[src/rtl/spram_pingpong_ctrl.sv]
// spram_pingpong_ctrl: sequences a two-bank single-port RAM ping-pong buffer
// between a capture stream (writer, no backpressure) and a valid/ready drain
// stream (reader). The writer fills one bank while the reader drains the other.
// When the reader cannot take a full bank, incoming samples are dropped and
// flagged on the sticky oOvf output.
//
// Optional build macro SPRAM_PP_OVF_CNT_EN adds oOvf_Cnt, a saturating 16-bit
// count of dropped samples.
//
// Handshake: a word moves on the output stream in any cycle where oRd_Valid
// and iRd_Ready are both high. Once oRd_Valid is raised, oRd_Valid, oRd_Data
// and oRd_Last hold until that transfer happens.
//
// FSM state is kept in w_state / r_state so checkers can observe it directly.
module spram_pingpong_ctrl #(
  parameter int DEPTH = 16384,
  parameter int AW    = 14,
  parameter int DW    = 16
) (
  input  logic          iClk,
  input  logic          iRst,
  input  logic          iCap_SOF,
  input  logic          iCap_Valid,
  input  logic [DW-1:0] iCap_Data,
  output logic          oWr_Which,
  output logic [AW-1:0] oWr_Addr,
  output logic [DW-1:0] oWr_Data,
  output logic          oWr_En,
  output logic [AW-1:0] oRd_Addr,
  input  logic [DW-1:0] iRd_Data,
  output logic          oBlk_Rdy,
  output logic          oRd_Valid,
  output logic [DW-1:0] oRd_Data,
  output logic          oRd_Last,
  input  logic          iRd_Ready,
  output logic          oOvf
`ifdef SPRAM_PP_OVF_CNT_EN
  ,
  output logic [15:0]   oOvf_Cnt
`endif
);

  localparam logic [1:0] W_IDLE  = 2'd0;
  localparam logic [1:0] W_FILL  = 2'd1;
  localparam logic [1:0] W_WAIT  = 2'd2;

  localparam logic [1:0] R_IDLE  = 2'd0;
  localparam logic [1:0] R_DRAIN = 2'd1;
  localparam logic [1:0] R_FLUSH = 2'd2;

  localparam logic [AW-1:0] LAST_ADDR = AW'(DEPTH - 1);

  logic [1:0]    w_state;
  logic [1:0]    r_state;
  logic [AW-1:0] wr_cnt;
  logic [AW-1:0] rd_cnt;

  // write-side decode
  logic          wr_take;
  logic          wr_zero;
  logic          wr_full;
  logic          swap;
  logic          drop;
  logic [AW-1:0] wr_addr;

  // read-side decode
  logic          rd_idle;
  logic          rd_pop;
  logic          rd_issue;
  logic          rd_issue_last;
  logic [1:0]    occ_after;
  logic [1:0]    rd_load;

  // read pipeline and 2-entry output FIFO
  logic          rd_pend;
  logic          rd_pend_last;
  logic [DW-1:0] f_data [0:1];
  logic          f_last [0:1];
  logic          f_wr_ptr;
  logic          f_rd_ptr;
  logic [1:0]    f_cnt;

  // The reader is free to accept a bank only when it is idle and has not
  // already been handed one that it has yet to pick up.
  assign rd_idle = (r_state == R_IDLE) && !oBlk_Rdy;

  // Decide per cycle whether the incoming sample is written, dropped or ignored.
  // W_WAIT also covers the single cycle right after a bank fills, so a free
  // reader lets that cycle's sample go straight to address 0 of the new bank.
  always_comb begin
    wr_take = 1'b0;
    wr_zero = 1'b0;
    swap    = 1'b0;
    drop    = 1'b0;
    case (w_state)
      W_IDLE: begin
        wr_take = iCap_Valid & iCap_SOF;
        wr_zero = 1'b1;
      end
      W_FILL: begin
        wr_take = iCap_Valid;
        wr_zero = iCap_SOF;
      end
      W_WAIT: begin
        if (rd_idle) begin
          swap    = 1'b1;
          wr_take = iCap_Valid;
          wr_zero = 1'b1;
        end else begin
          drop    = iCap_Valid;
        end
      end
      default: ;
    endcase
  end

  assign wr_addr = wr_zero ? '0 : wr_cnt;
  assign wr_full = wr_take && (wr_addr == LAST_ADDR);

  // Registered write port, bank select, write counter, writer FSM and overflow.
  always_ff @(posedge iClk) begin
    if (iRst) begin
      w_state   <= W_IDLE;
      wr_cnt    <= '0;
      oWr_Which <= 1'b0;
      oWr_Addr  <= '0;
      oWr_Data  <= '0;
      oWr_En    <= 1'b0;
      oOvf      <= 1'b0;
    end else begin
      oWr_En <= wr_take;
      if (wr_take) begin
        oWr_Addr <= wr_addr;
        oWr_Data <= iCap_Data;
        wr_cnt   <= wr_full ? '0 : wr_addr + AW'(1);
      end
      if (swap) oWr_Which <= ~oWr_Which;
      if (drop) oOvf <= 1'b1;
      if (wr_take)
        w_state <= wr_full ? W_WAIT : W_FILL;
      else if (swap)
        w_state <= W_FILL;
      else if (w_state > W_WAIT)
        w_state <= W_IDLE;
    end
  end

`ifdef SPRAM_PP_OVF_CNT_EN
  // Saturating count of dropped samples.
  always_ff @(posedge iClk) begin
    if (iRst)
      oOvf_Cnt <= '0;
    else if (drop && (oOvf_Cnt != 16'hFFFF))
      oOvf_Cnt <= oOvf_Cnt + 16'd1;
  end
`endif

  // A read may be issued only while the word in flight plus the FIFO words
  // left after this cycle's transfer stay below two, so the FIFO never
  // overflows yet sustains one word per cycle with iRd_Ready held high.
  // rd_cnt rests at zero while idle, so address 0 is already on oRd_Addr
  // in the cycle oBlk_Rdy is high and the first read goes out then.
  assign rd_pop        = oRd_Valid & iRd_Ready;
  assign occ_after     = f_cnt - {1'b0, rd_pop};
  assign rd_load       = occ_after + {1'b0, rd_pend};
  assign rd_issue      = (((r_state == R_IDLE) && oBlk_Rdy) || (r_state == R_DRAIN))
                         && (rd_load < 2'd2);
  assign rd_issue_last = rd_issue && (rd_cnt == LAST_ADDR);
  assign oRd_Addr      = rd_cnt;

  // Reader FSM, read counter, block-ready flag and the one-deep read pipeline.
  always_ff @(posedge iClk) begin
    if (iRst) begin
      r_state      <= R_IDLE;
      rd_cnt       <= '0;
      oBlk_Rdy     <= 1'b0;
      rd_pend      <= 1'b0;
      rd_pend_last <= 1'b0;
    end else begin
      rd_pend      <= rd_issue;
      rd_pend_last <= rd_issue_last;
      if (rd_issue) rd_cnt <= rd_issue_last ? '0 : rd_cnt + AW'(1);
      if (swap)
        oBlk_Rdy <= 1'b1;
      else if (r_state == R_IDLE)
        oBlk_Rdy <= 1'b0;
      if (rd_issue_last)
        r_state <= R_FLUSH;
      else begin
        case (r_state)
          R_IDLE:  if (oBlk_Rdy) r_state <= R_DRAIN;
          R_DRAIN: ;
          R_FLUSH: if (rd_pop && oRd_Last) r_state <= R_IDLE;
          default: r_state <= R_IDLE;
        endcase
      end
    end
  end

  // Output FIFO: captures RAM read data one cycle after the address was issued.
  always_ff @(posedge iClk) begin
    if (iRst) begin
      f_data[0] <= '0;
      f_data[1] <= '0;
      f_last[0] <= 1'b0;
      f_last[1] <= 1'b0;
      f_wr_ptr  <= 1'b0;
      f_rd_ptr  <= 1'b0;
      f_cnt     <= '0;
    end else begin
      if (rd_pend) begin
        f_data[f_wr_ptr] <= iRd_Data;
        f_last[f_wr_ptr] <= rd_pend_last;
        f_wr_ptr         <= ~f_wr_ptr;
      end
      if (rd_pop) f_rd_ptr <= ~f_rd_ptr;
      f_cnt <= f_cnt + {1'b0, rd_pend} - {1'b0, rd_pop};
    end
  end

  assign oRd_Valid = (f_cnt != 2'd0);
  assign oRd_Data  = f_data[f_rd_ptr];
  assign oRd_Last  = f_last[f_rd_ptr];

endmodule

[config.mk]
export PLATFORM = sky130hd
export DESIGN_NAME = spram_pingpong_ctrl
export DESIGN_NICKNAME = d
export VERILOG_FILES = /design/src/rtl/spram_pingpong_ctrl.sv
export SDC_FILE = /design/constraint.sdc
export NUM_CORES = 1
export LEC_CHECK = 0
export CAP_MARGIN = 15
export CORE_UTILIZATION = 34
export DETAILED_ROUTE_END_ITERATION = 6
export RECOVER_POWER = 100
export SLEW_MARGIN = 20
export SYNTH_ARGS = -nofsm -noshare
export SYNTH_HDL_FRONTEND = slang
export SYNTH_SLANG_ARGS = --single-unit
[constraint.sdc]
create_clock -name iClk -period 5.8 [get_ports iClk]
set_clock_uncertainty 0.2 [all_clocks]
set_input_delay 0.87 -clock iClk [delete_from_list [all_inputs] [get_ports iClk]]
set_output_delay 0.87 -clock iClk [all_outputs]
set_load 0.05 [all_outputs]
==> results.cfg <==
[timing]
setup_ws_ns = 1.314
finalSetupViolations = 0
hold_viol = 0
period_needed_ns = 4.486
final.setup.tns_ns = 0
slew_violations = 66
tightest_slew_ns = 2.918
rsz0062_at_grt = false
fmax_mhz = 222.9
max_slew_margin_pct = -94.55
timing.final.crit_share_pct = 77.35

[die]
dieArea_um2 = 14210
chipHeight_um = 119.2
ios = 103
die_w_um = 119.2
coreArea_um2 = 13300
start_util_pct = 35.13
num_rows = 42

[logic_synthesis]
synth_cell_types = 52
syn_area_um2 = 4671
synth_edf_count = 34
yosys.area.top_type_share_pct = 31.29
yosysMostFrequentCell = dfxtp_1
synthFlopType = dfxtp_1
ys_async_sr_fraction_pct = 0
ys_seq_area_share_pct = 53.15
syn_nets = 523
syn_area_per_cell_um2 = 9.690
ys_warn_count = 0
synthTopCellsByArea = dfxtp_1 31%, edfxtp_1 22%, nand2_1 5.1%
synthTopCellsByCount = 73 x dfxtp_1, 63 x nand2_1, 47 x a21oi_1
syn-instance-count = 482
yosys_register_bits = 107
synth_top_area_cell = dfxtp_1

[route]
wire_per_inst_um = 14.71
wirelength_mm = 11.00
via_count = 3809
drt_pre_antenna_iters = 4
remaining_drc_errors = 0
ant_nets = 0
avgViaCountPerCell = 5.092
drtIter0Drc = 289

[worst_setup_path]
crit_fanout = 23
cp.required_ns = 5.82
path_buf_inv = 2
slowest_delay_ns = 0.72
start_kind = primary input
slowest_stage = clkbuf_1
crit_family = simple AND/OR/NAND/NOR gates
path_class = in -> reg
regToRegSetupSlack_ns = 1.97
path_cells = dlygate4sd3_1 -> nor2b_1 -> nor3_2 -> clkbuf_1 -> and2_0 -> ha_1 -> nand4_1 -> or4_1 -> or3_1 -> a221oi_1
worstPathArrival_ns = 4.51
cp-end-kind = flip-flop

[placement]
portBuffers = 102
pre_cts_ws_ns = 1.688
hpwl_mm = 7.224
gp_congestion = 0.7974

[finish]
fin_nets = 608
final_layout_size_suffix_gt1_share_pct = 6.993
areaGrowthSynthToFinish_pct = 29.90
num_antenna_cells = 0
fillers = 1277

[pwr]
seqPwrFrac_pct = 49.4
switching_share_pct = 27.36
combPwrFrac_pct = 15.9
p_leak_nw = 2.181
clkPwrFrac_pct = 34.7
cellPowerDensity_nw_per_um2 = 271.6
ir_drop_uv = 118.8
intPower_mw = 1.197
power.switching_uw = 450.8

[min_path]
hold_path.class = reg -> reg

[clock_tree]
cts_root_buf = clkbuf_16
numClockSinks = 107
cts_hold_buf = 0
h-tree-depth = 3
path_clk_slew_ns = 0.07
clk_path_buf_depth = 2
cts_buffers = 9
post_cts_resized = 0
clkLatencyLatePin_ns = 0.35
cts_tree = built
post-cts-setup-buffer-count = 0

[outcome]
violations = max-capacitance violations, max-slew violations
status = finished, violations left

[global_routing]
grt-ovfl-total = 0
grt_pass1_vias = 3671
track_usage_pct = 16.24
grt_max_degree = 66
antenna_found_initial = 0
grt_pass1_wl_mm = 18.25

[run]
maxCapViolations = 1
==> registers in the layout, summed over array words and instances (netlist names), 2 cells and up, named ones only <==
name      cells
f_data       32
f_last        2
r_state       2
w_state       2
oWr_Addr     14
wr_cnt       14
oWr_Data     16
f_cnt         2
oRd_Addr     14
==> stage by stage <==
stage	hold slack [ns]	cell area, um2	util [%]	std cells	total power, mW
floorplan	0.2699	4671	-	482	1.010
global placement	0.2413	5813	43.72	732	1.106
detailed placement	0.2471	5818	43.76	732	1.107
CTS	0.2566	6092	45.82	748	1.686
global route	0.2683	6067	45.63	748	1.722
finish	0.2485	6067	45.63	748	1.648
==> kinds of logic after synthesis <==
kind of cell / count (synthesis) / synth area share [%]
and+or+nand+nor: 211 / 23.65
DFF: 107 / 53.15
AOI/OAI and AO/OA: 90 / 12.03
buffers and inverters: 42 / 3.563
muxes: 18 / 4.313
xor gates and xnor gates: 10 / 2.223
adders and majority gates: 4 / 1.072
==> final timing paths <==
kind / startpoint / endpoint / cells past startpoint
worst max-delay path: iCap_SOF / w_state[1]$_SDFFE_PP0P_ / 10
worst min-delay path: oWr_Addr[5]$_SDFFE_PP0P_ / oWr_Addr[5]$_SDFFE_PP0P_ / 2
worst max register to register: w_state[0]$_SDFFE_PP0P_ / w_state[1]$_SDFFE_PP0P_ / 9
worst min register to register: oWr_Addr[5]$_SDFFE_PP0P_ / oWr_Addr[5]$_SDFFE_PP0P_ / 2
==> power by group through the flow <==
stage | registers, mW | logic, mW | clock network [mW]
after detailed placement | 0.832 | 0.275 | 0
after global routing | 0.818 | 0.281 | 0.623
after floorplan | 0.840 | 0.170 | 0
final | 0.814 | 0.262 | 0.572
after global placement | 0.831 | 0.274 | 0
after CTS | 0.815 | 0.276 | 0.595
==> cell type report <==
type                            instances  area [um2]  area share [%]
Multi-Input combinational cell        333        2018           33.26
Inverter                               11       41.29          0.6806
Clock inverter                          4       26.28          0.4331
Sequential cell                       107        2482           40.92
Tap cell                              176       220.2           3.630
Clock buffer                           12       247.7           4.083
Timing Repair Buffer                  105        1031           16.99
==> metal layers <==
metal | vias up | track usage [%] | part of all wire [%]
li1 | 1901 | - | -
met2 | 99 | 25.18 | 46
met4 | 0 | 6.962 | 1.6
met5 | - | 0 | 0
met3 | 12 | 4.885 | 6.8
met1 | 1797 | 20.84 | 45
==> worst min-delay path: stages (launching register included) <==
cell,delay [ns]
dfxtp_1,0.31
nand2_1,0.05
a21oi_1,0.05
==> cells in the final DEF, fill, tap and decap left out, types with 3 or more instances in the layout <==
master	instances
dfxtp_1	73
dlygate4sd3_1	68
nand2_1	63
a21oi_1	47
edfxtp_1	34
clkdlybuf4s50_1	33
nor2_1	23
nand3_1	23
and2_1	22
mux2_2	17
and2_0	14
inv_1	11
o21ai_0	10
or3_1	10
nor4_1	9
nand4_1	9
clkbuf_16	9
nor3_1	8
xnor2_1	7
nor2b_1	6
o31ai_1	6
or4_1	6
a311oi_1	5
a31oi_1	4
ha_1	4
and3_1	3
and4_1	3
clkbuf_1	3
Power figures use the tool's default switching activity.
